**config.mk**
```make
export PLATFORM = sky130hd
export DESIGN_NAME = uart_tx_frame
export DESIGN_NICKNAME = d
export VERILOG_FILES = /design/src/rtl/uart_pkg.sv /design/src/rtl/uart_tx_shifter.sv /design/src/rtl/uart_tx_frame.sv
export SDC_FILE = /design/constraint.sdc
export NUM_CORES = 1
export LEC_CHECK = 0
export ABC_CLOCK_PERIOD_IN_PS = 2800
export CAP_MARGIN = 10
export CELL_PAD_IN_SITES_DETAIL_PLACEMENT = 1
export CELL_PAD_IN_SITES_GLOBAL_PLACEMENT = 1
export CORE_ASPECT_RATIO = 1.75
export CORE_UTILIZATION = 40
export DETAILED_ROUTE_END_ITERATION = 7
export HOLD_SLACK_MARGIN = 0.03
export MAX_ROUTING_LAYER = met4
export PLACE_DENSITY_LB_ADDON = 0.1
export SYNTH_ARGS = -nofsm -noshare
export SYNTH_HDL_FRONTEND = slang
export SYNTH_HIERARCHICAL = 1
export SYNTH_SLANG_ARGS = --single-unit
```
**constraint.sdc**
```tcl
create_clock -name clk -period 2.8 [get_ports clk]
set_clock_uncertainty 0.15 [all_clocks]
set_input_delay 0.42 -clock clk [delete_from_list [all_inputs] [get_ports clk]]
set_output_delay 0.42 -clock clk [all_outputs]
set_load 0.03 [all_outputs]
```
**src/rtl/uart_pkg.sv**
```systemverilog
// Shared UART definitions: oversampling ratio, character width, buffer depth and TX FSM states.
// StParity exists only when UART_TX_PARITY_EN is defined.
package uart_pkg;

    localparam int unsigned OVERSAMPLE  = 16;
    localparam int unsigned UART_DBIT   = 8;
    localparam int unsigned TXBUF_DEPTH = 4;

    typedef enum logic [2:0] {
        StIdle,
        StLoad,
        StStart,
        StData,
`ifdef UART_TX_PARITY_EN
        StParity,
`endif
        StStop,
        StPop,
        StDone
    } tx_state_t;

endpackage

```
**src/rtl/uart_tx_shifter.sv**
```systemverilog
// Character serializer: shift register, tick/bit counters and the registered tx line.
// UART_TX_PARITY_EN adds an even-parity bit between the data bits and the stop bit.
module uart_tx_shifter
    import uart_pkg::*;
#(
    parameter int unsigned DBIT    = UART_DBIT,
    parameter int unsigned SB_TICK = OVERSAMPLE
) (
    input  logic            clk,
    input  logic            reset,
    input  logic            s_tick,
    input  logic            load,
    input  logic            in_start,
    input  logic            in_data,
`ifdef UART_TX_PARITY_EN
    input  logic            in_parity,
`endif
    input  logic            in_stop,
    input  logic [DBIT-1:0] din,
    output logic            seg_done,
    output logic            byte_done,
    output logic            tx
);

    localparam int unsigned TW = ($clog2(SB_TICK) > 4) ? $clog2(SB_TICK) : 4;
    localparam int unsigned BW = (DBIT > 1) ? $clog2(DBIT) : 1;
    localparam logic [TW-1:0] BitTickLast  = TW'(OVERSAMPLE - 1);
    localparam logic [TW-1:0] StopTickLast = TW'(SB_TICK - 1);
    localparam logic [BW-1:0] BitCntLast   = BW'(DBIT - 1);

    logic [TW-1:0]   tick_q, tick_d;
    logic [BW-1:0]   bit_q, bit_d;
    logic [DBIT-1:0] shreg_q, shreg_d;
    logic            tx_q, tx_d;
    logic            counting, tick_end;

`ifdef UART_TX_PARITY_EN
    logic par_q, par_d;
    assign counting = in_start | in_data | in_parity | in_stop;
`else
    assign counting = in_start | in_data | in_stop;
`endif

    // Ticks outside the character segments (LOAD/POP/DONE/IDLE) never advance the counter.
    assign tick_end  = s_tick & counting &
                       (in_stop ? (tick_q == StopTickLast) : (tick_q == BitTickLast));
    assign seg_done  = tick_end & (~in_data | (bit_q == BitCntLast));
    assign byte_done = tick_end & in_stop;
    assign tx        = tx_q;

    always_comb begin
        tick_d  = tick_q;
        bit_d   = bit_q;
        shreg_d = shreg_q;
        tx_d    = tx_q;
`ifdef UART_TX_PARITY_EN
        par_d   = par_q;
`endif
        if (load) begin
            shreg_d = din;
            tick_d  = '0;
            bit_d   = '0;
            tx_d    = 1'b0;
`ifdef UART_TX_PARITY_EN
            par_d   = ^din;
`endif
        end else if (s_tick && counting) begin
            tick_d = tick_end ? '0 : tick_q + 1'b1;
            if (tick_end) begin
                if (in_start) begin
                    tx_d = shreg_q[0];
                end else if (in_data) begin
                    shreg_d = shreg_q >> 1;
                    bit_d   = bit_q + 1'b1;
`ifdef UART_TX_PARITY_EN
                    tx_d    = seg_done ? par_q : shreg_d[0];
`else
                    tx_d    = seg_done ? 1'b1 : shreg_d[0];
`endif
                end else begin
                    tx_d = 1'b1;
                end
            end
        end
    end

    always_ff @(posedge clk or posedge reset) begin
        if (reset) begin
            tick_q  <= '0;
            bit_q   <= '0;
            shreg_q <= '0;
            tx_q    <= 1'b1;
`ifdef UART_TX_PARITY_EN
            par_q   <= 1'b0;
`endif
        end else begin
            tick_q  <= tick_d;
            bit_q   <= bit_d;
            shreg_q <= shreg_d;
            tx_q    <= tx_d;
`ifdef UART_TX_PARITY_EN
            par_q   <= par_d;
`endif
        end
    end

endmodule

```
**src/rtl/uart_tx_frame.sv**
```systemverilog
// UART transmit frame controller: drains FRAME_BYTES bytes from the TX buffer once it is full.
// Define UART_TX_PARITY_EN for 8E1 characters; default is 8N1.
module uart_tx_frame
    import uart_pkg::*;
#(
    parameter int unsigned DBIT        = UART_DBIT,
    parameter int unsigned SB_TICK     = OVERSAMPLE,
    parameter int unsigned FRAME_BYTES = TXBUF_DEPTH
) (
    input  logic            clk,
    input  logic            reset,
    input  logic            s_tick,
    input  logic            buf_full,
    input  logic [DBIT-1:0] buf_data,
    output logic            buf_rd,
    output logic            tx,
    output logic            tx_busy,
    output logic            tx_done_tick
);

    localparam int unsigned CW = $clog2(FRAME_BYTES) + 1;

    tx_state_t     state_q, state_d;
    logic [CW-1:0] byte_q, byte_d;
    logic          seg_done, byte_done;

    always_ff @(posedge clk or posedge reset) begin
        if (reset) begin
            state_q <= StIdle;
            byte_q  <= '0;
        end else begin
            state_q <= state_d;
            byte_q  <= byte_d;
        end
    end

    always_comb begin
        state_d = state_q;
        byte_d  = byte_q;
        unique case (state_q)
            StIdle:  if (buf_full) state_d = StLoad;
            StLoad:  state_d = StStart;
            StStart: if (seg_done) state_d = StData;
`ifdef UART_TX_PARITY_EN
            StData:   if (seg_done) state_d = StParity;
            StParity: if (seg_done) state_d = StStop;
`else
            StData:  if (seg_done) state_d = StStop;
`endif
            StStop:  if (byte_done) state_d = StPop;
            StPop: begin
                byte_d  = byte_q + 1'b1;
                state_d = (byte_d == CW'(FRAME_BYTES)) ? StDone : StLoad;
            end
            // One cycle here lets buf_full fall before IDLE samples it again.
            StDone: begin
                byte_d  = '0;
                state_d = StIdle;
            end
            default: state_d = StIdle;
        endcase
    end

    always_comb begin
        buf_rd       = (state_q == StPop);
        tx_busy      = (state_q != StIdle);
        tx_done_tick = (state_q == StDone);
    end

    uart_tx_shifter #(
        .DBIT    (DBIT),
        .SB_TICK (SB_TICK)
    ) u_shifter (
        .clk       (clk),
        .reset     (reset),
        .s_tick    (s_tick),
        .load      (state_q == StLoad),
        .in_start  (state_q == StStart),
        .in_data   (state_q == StData),
`ifdef UART_TX_PARITY_EN
        .in_parity (state_q == StParity),
`endif
        .in_stop   (state_q == StStop),
        .din       (buf_data),
        .seg_done  (seg_done),
        .byte_done (byte_done),
        .tx        (tx)
    );

endmodule
```
* Word level (Yosys, flattened, before mapping)
Index checks and enable logic that the tools add are counted.
Cells by class: add/sub/neg operators 3, eq/ne operators 14, mux-type cells 26, bitwise gates (word level) 8, reductions and logical operators 10
Operators by type and width (number):
- $mux 8 | 5
- $mux 3 | 10
- $pmux 3 s6 | 1
- $eq 3x3->1 const B | 5
- $mux 4 | 3
- $ne 2x2->1 const B | 4
- $reduce_and 4->1 | 2
- $reduce_bool 2->1 | 4
- $add 3x1->3 const B | 2
- $eq 3x2->1 const B | 2
- $mux 1 | 6
- $pmux 3 s2 | 1
- $add 4x1->4 const B | 1
- $and 1x1->1 | 4
- $eq 4x4->1 const B | 1
- $eq 3x1->1 const B | 1
- $logic_not 3->1 | 1
- $or 1x1->1 | 3
- $reduce_bool 3->1 | 1
- $ne 2x1->1 const B | 1
- $reduce_and 2->1 | 1
- $logic_and 1x1->1 | 1
- $not 1->1 | 1
Word-level totals: register bits after elaboration 22, input port bits 12, logic and storage cells 67

* Longest topological paths before layout
depth after elaboration 12, depth in mapped cells 7, gate-level depth less buffers 7

* Cells and area by module
Netlist, hierarchy kept.
Modules (own cells, without submodules):
- uart_tx_shifter | instances 1, cells each 92, area each 887.1 um2, seq. area each 401.6 um2
- uart_tx_frame | instances 1, cells each 42, area each 404.1 um2, seq. area each 150.1 um2

* Worst setup path after synthesis
No wires, ideal clock.
kind register to register, from register state_q[0], to register state_q[0], arrival time 2036 ps, data required time 2524 ps, setup slack 488 ps, stages on the path, launching flop included 8, path buffers 1, period minus slack after synthesis 2312 ps, cell sequence dfrtp_1 -> buf_2 -> nor3b_1 -> nor3_1 -> nor3_1 -> xnor2_1 -> nor3b_1 -> o32a_1
Between the ends: longest elaborated chain between the ends 8
Ends and longest elaborated chain:
- from (decl) | RTL line uart_tx_frame.sv:23 | tx_state_t state_q, state_d;
- from (signal assigned) | RTL line uart_tx_frame.sv:29 | state_q <= StIdle;
- from (signal assigned) | RTL line uart_tx_frame.sv:32 | state_q <= state_d;
- $eq 3x2->1 (on tied branches) | RTL line uart_tx_frame.sv:78, uart_tx_frame.sv:79
- $or 1x1->1 (2 in series) | RTL line uart_tx_shifter.sv:41 | assign counting = in_start | in_data | in_stop;
- $and 1x1->1 (2 in series) | RTL line uart_tx_shifter.sv:45 | assign tick_end = s_tick & counting &
- $and 1x1->1 (*) | RTL line uart_tx_shifter.sv:47 | assign seg_done = tick_end & (~in_data | (bit_q == BitCntLast));
- via seg_done | RTL line uart_tx_frame.sv:25 | logic seg_done, byte_done;
- $ne 2x2->1 (no source line)
- $reduce_and 4->1 (no source line) (*)
Mark *: on every way through the listed nets, which the timed path passes. The rest lies on a longest branch. A chain may end at the register's enable or synchronous reset.

* Worst setup path after layout
from register state_q[0], to output buf_rd
Between the ends: longest elaborated chain between the ends 1
Ends and longest elaborated chain:
- $eq 3x3->1 | RTL line uart_tx_frame.sv:65 | buf_rd = (state_q == StPop);
- to (decl) | RTL line uart_tx_frame.sv:15 | output logic buf_rd,
Every way passes these cells.

==> flow_results.xml <==
<?xml version="1.0" encoding="UTF-8"?>
<metrics>
  <group name="setup_path">
    <metric name="setup.worst_path.start_class" unit="">flop</metric>
    <metric name="timing.setup.critical_path_class" unit="">reg2out</metric>
    <metric name="end_kind" unit="">primary output</metric>
    <metric name="crit_arrival" unit="ns">1.89</metric>
    <metric name="critical_path_peak_fanout" unit="">14</metric>
    <metric name="critPathRequiredTime" unit="ns">2.23</metric>
  </group>
  <group name="status">
    <metric name="status" unit="">completed</metric>
  </group>
  <group name="finish">
    <metric name="drive_gt1_share" unit="%">10.2</metric>
    <metric name="finish.net_count" unit="">165</metric>
    <metric name="flow.area_growth_from_synthesis" unit="%">18.5</metric>
    <metric name="insertedDiodeCount" unit="">0</metric>
  </group>
  <group name="yosys">
    <metric name="post_synth_num_cell_types" unit="">39</metric>
    <metric name="fraction_of_the_yosys_area_taken_by_sequential_cells" unit="%">42.7</metric>
    <metric name="syn-cell-area" unit="um^2">1290</metric>
    <metric name="ys_seq_elements" unit="">22</metric>
    <metric name="synth_top_cell_by_area" unit="">dfrtp_1</metric>
    <metric name="yosys.area.top_type_share" unit="%">40.7</metric>
    <metric name="synth_cells" unit="">134</metric>
    <metric name="yosys_warnings" unit="">6</metric>
    <metric name="postSynthNetCount" unit="">151</metric>
    <metric name="post_synth_main_area_contributors" unit="">dfrtp_1 (41%), ha_1 (4.8%), a21oi_1 (4.7%)</metric>
    <metric name="syn_area_per_cell" unit="um^2">9.64</metric>
  </group>
  <group name="floorplanning">
    <metric name="initial_utilization" unit="%">41.5</metric>
    <metric name="design.portCount" unit="">16</metric>
    <metric name="rows" unit="">27</metric>
    <metric name="floorplan.core_area" unit="um^2">3110</metric>
    <metric name="die_width" unit="um">45.0</metric>
    <metric name="die_h" unit="um">77.2</metric>
    <metric name="full_die_area" unit="um^2">3470</metric>
  </group>
  <group name="grt">
    <metric name="grt_use_total" unit="%">20.1</metric>
    <metric name="grt_pass1_wl" unit="um">5110</metric>
    <metric name="first_global_vias" unit="">1152</metric>
    <metric name="global_route.overflow_total" unit="">0</metric>
    <metric name="antenna_found_initial" unit="">0</metric>
    <metric name="grt_start_max_net_pins" unit="">27</metric>
  </group>
  <group name="sta">
    <metric name="max_clock_freq" unit="MHz">406</metric>
    <metric name="final.period_utilization" unit="%">87.9</metric>
    <metric name="hold_ws" unit="ns">0.249</metric>
    <metric name="worst_slack" unit="ns">0.340</metric>
    <metric name="final-hold-violation-count" unit="">0</metric>
    <metric name="slew_hr" unit="%">56.6</metric>
    <metric name="timing.setup.tns" unit="ns">0</metric>
    <metric name="report.final.slew_viol_count" unit="">0</metric>
    <metric name="setup_violations" unit="">0</metric>
    <metric name="unrepaired_setup_endpoints_after_global_routing" unit="">false</metric>
    <metric name="worstMarginPinSlew" unit="ns">0.650</metric>
    <metric name="min_period" unit="ns">2.46</metric>
  </group>
  <group name="route">
    <metric name="routed_via_density" unit="">5.67</metric>
    <metric name="detail_route.first_pass.iterations" unit="">5</metric>
    <metric name="route.final.wire_length" unit="um">2950</metric>
    <metric name="wl_per_cell" unit="um">15.5</metric>
    <metric name="dr_total_vias" unit="">1078</metric>
    <metric name="route.antenna.remaining_nets" unit="">0</metric>
    <metric name="remaining_drc_errors" unit="">0</metric>
    <metric name="initialDrtViolationCount" unit="">21</metric>
  </group>
  <group name="clock_network">
    <metric name="clk_path_buf_depth" unit="">2</metric>
    <metric name="resized_gates_after_cts" unit="">0</metric>
    <metric name="clkLatencyLatePin" unit="ns">0.27</metric>
    <metric name="cts_root_buf" unit="">clkbuf_8</metric>
    <metric name="holdBufCountCts" unit="">0</metric>
    <metric name="cts_made_buffers" unit="">3</metric>
    <metric name="cts_max_level" unit="">1</metric>
    <metric name="clk_transition_reported_paths" unit="ns">0.08</metric>
    <metric name="tritoncts" unit="">done</metric>
    <metric name="post_cts_buffers" unit="">0</metric>
    <metric name="cts.sink_count" unit="">22</metric>
  </group>
  <group name="placement">
    <metric name="io_buffers" unit="">15</metric>
    <metric name="pre_cts_ws" unit="ns">0.440</metric>
    <metric name="gp_routability_congestion" unit="">0.798</metric>
    <metric name="hpwlAfterDp" unit="um">2230</metric>
  </group>
  <group name="pwr">
    <metric name="p_leak" unit="nW">0.655</metric>
    <metric name="cellPowerDensity" unit="nW/um^2">789</metric>
    <metric name="worst_ir_drop_vdd" unit="uV">456</metric>
  </group>
  <group name="worst_hold_path">
    <metric name="worstHoldPathType" unit="">in2async</metric>
  </group>
  <group name="run">
    <metric name="max_cap_viol_count" unit="">0</metric>
  </group>
</metrics>
==> report_power, final <==
| part | total, W | leakage [nW] | internal, W | switching (W) |
|---|---|---|---|---|
| combinational | 0.000443 | 0.352 | 0.000220 | 0.000222 |
| sequential | 0.000532 | 0.274 | 0.000435 | 0.0000973 |
| clock | 0.000233 | 0.0288 | 0.000126 | 0.000107 |
| total | 0.00121 | 0.655 | 0.000781 | 0.000427 |
==> per-layer routing <==
metal	global-route usage (%)	part of all wire [%]	up-vias
li1	-	-	517
met1	22.3	39	544
met2	35.2	58	13
met3	2.12	1.3	4
met4	7.27	1.6	0
met5	-	0	-
==> area by class of cell <==
type	count	area (um^2)
fill	377	1580
multi-input combinational	99	678
sequential	22	552
timing repair buffer	19	180
clock buffer	4	55.1
tap	43	53.8
inverter	3	11.3
==> stage by stage <==
| stage | util, % | total power [W] | std cells | cell area, um^2 |
|---|---|---|---|---|
| after detailed placement | 47.5 | 0.000987 | 186 | 1480 |
| final | 49.2 | 0.00121 | 190 | 1530 |
| after global routing | 49.2 | 0.00130 | 190 | 1530 |
| after CTS | 49.2 | 0.00122 | 190 | 1530 |
| after global placement | 47.5 | 0.000954 | 186 | 1480 |
| after floorplan | - | 0.000849 | 134 | 1290 |
==> critical path, cell delays in order (launching register included) <==
cell	delay, ns
dfrtp_1	0.59
and3b_1	0.34
clkdlybuf4s50_1	0.70
==> cell families (layout without fill, tap and decap cells) <==
logic type / count (synthesis) / count (layout) / synth area share (%)
AO/OA/AOI/OAI: 38 / 38 / 20.1
XOR/XNOR: 1 / 1 / 0.678
adder cells (fa/ha/maj): 5 / 5 / 4.84
buffers and inverters: 13 / 26 / 5.14
flip-flops: 22 / 22 / 42.7
multiplexers: 2 / 2 / 1.94
AND/OR/NAND/NOR: 53 / 53 / 24.6
==> cells in the mapped netlist <==
master / instances
nor3b_1: 3
dfrtp_1: 21
inv_1: 3
and3b_2: 1
nor4b_1: 3
a2bb2oi_1: 1
or4_1: 1
mux2i_1: 1
buf_4: 2
a211o_1: 3
nand2b_1: 7
o311ai_1: 1
nand3_1: 5
nor2_2: 1
a311o_1: 1
dfstp_2: 1
ha_1: 5
and3b_1: 2
o21ai_0: 8
nor2_1: 5
xnor2_1: 1
buf_2: 8
a2111o_1: 1
nor3_1: 6
nor2b_1: 6
nand4_2: 1
o31ai_2: 1
and2_1: 1
nand2_1: 7
o211ai_1: 1
a21oi_1: 12
and4_1: 1
or3_1: 3
o32a_1: 1
a21bo_1: 1
a22o_1: 1
mux2_4: 1
a221o_1: 3
o21ai_1: 3
==> final timing paths <==
| kind | startpoint | to | slack (ns) | cells past startpoint |
|---|---|---|---|---|
| setup / recovery | state_q[0]$_DFFE_PP0P_ | buf_rd | 0.34 | 2 |
| hold / removal | reset | byte_q[1]$_DFFE_PP0P_ | 0.25 | 2 |
| setup reg to reg | state_q[1]$_DFFE_PP0P_ | state_q[0]$_DFFE_PP0P_ | 0.43 | 7 |
| hold reg to reg | u_shifter/tx$_DFFE_PP1P_ | u_shifter/tx$_DFFE_PP1P_ | 0.36 | 2 |
| max in group asynchronous | reset | u_shifter/shreg_q[5]$_DFFE_PP0P_ | 1.66 | 2 |
| min in group clk | u_shifter/tx$_DFFE_PP1P_ | u_shifter/tx$_DFFE_PP1P_ | 0.36 | 2 |
==> cells in the final DEF (no fill, tap or decap), types with 2 or more instances in the layout <==
cell type,instances
a211o_1,3
a21oi_1,12
a221o_1,3
and3b_1,2
buf_4,4
clkbuf_8,4
clkdlybuf4s50_1,15
dfrtp_1,21
ha_1,5
inv_1,3
nand2_1,7
nand2b_1,7
nand3_1,5
nor2_1,5
nor2b_1,6
nor3_1,6
nor3b_1,2
nor4b_1,3
o21ai_0,8
o21ai_1,3
or3_1,3
==> flip-flops by register name, indices dropped and copies added, names as in the netlist <==
signal,cells
u_shifter/bit_q,3
u_shifter/tick_q,4
u_shifter/tx,1
state_q,3
u_shifter/shreg_q,8
byte_q,3
Power figures use the tool's default switching activity.
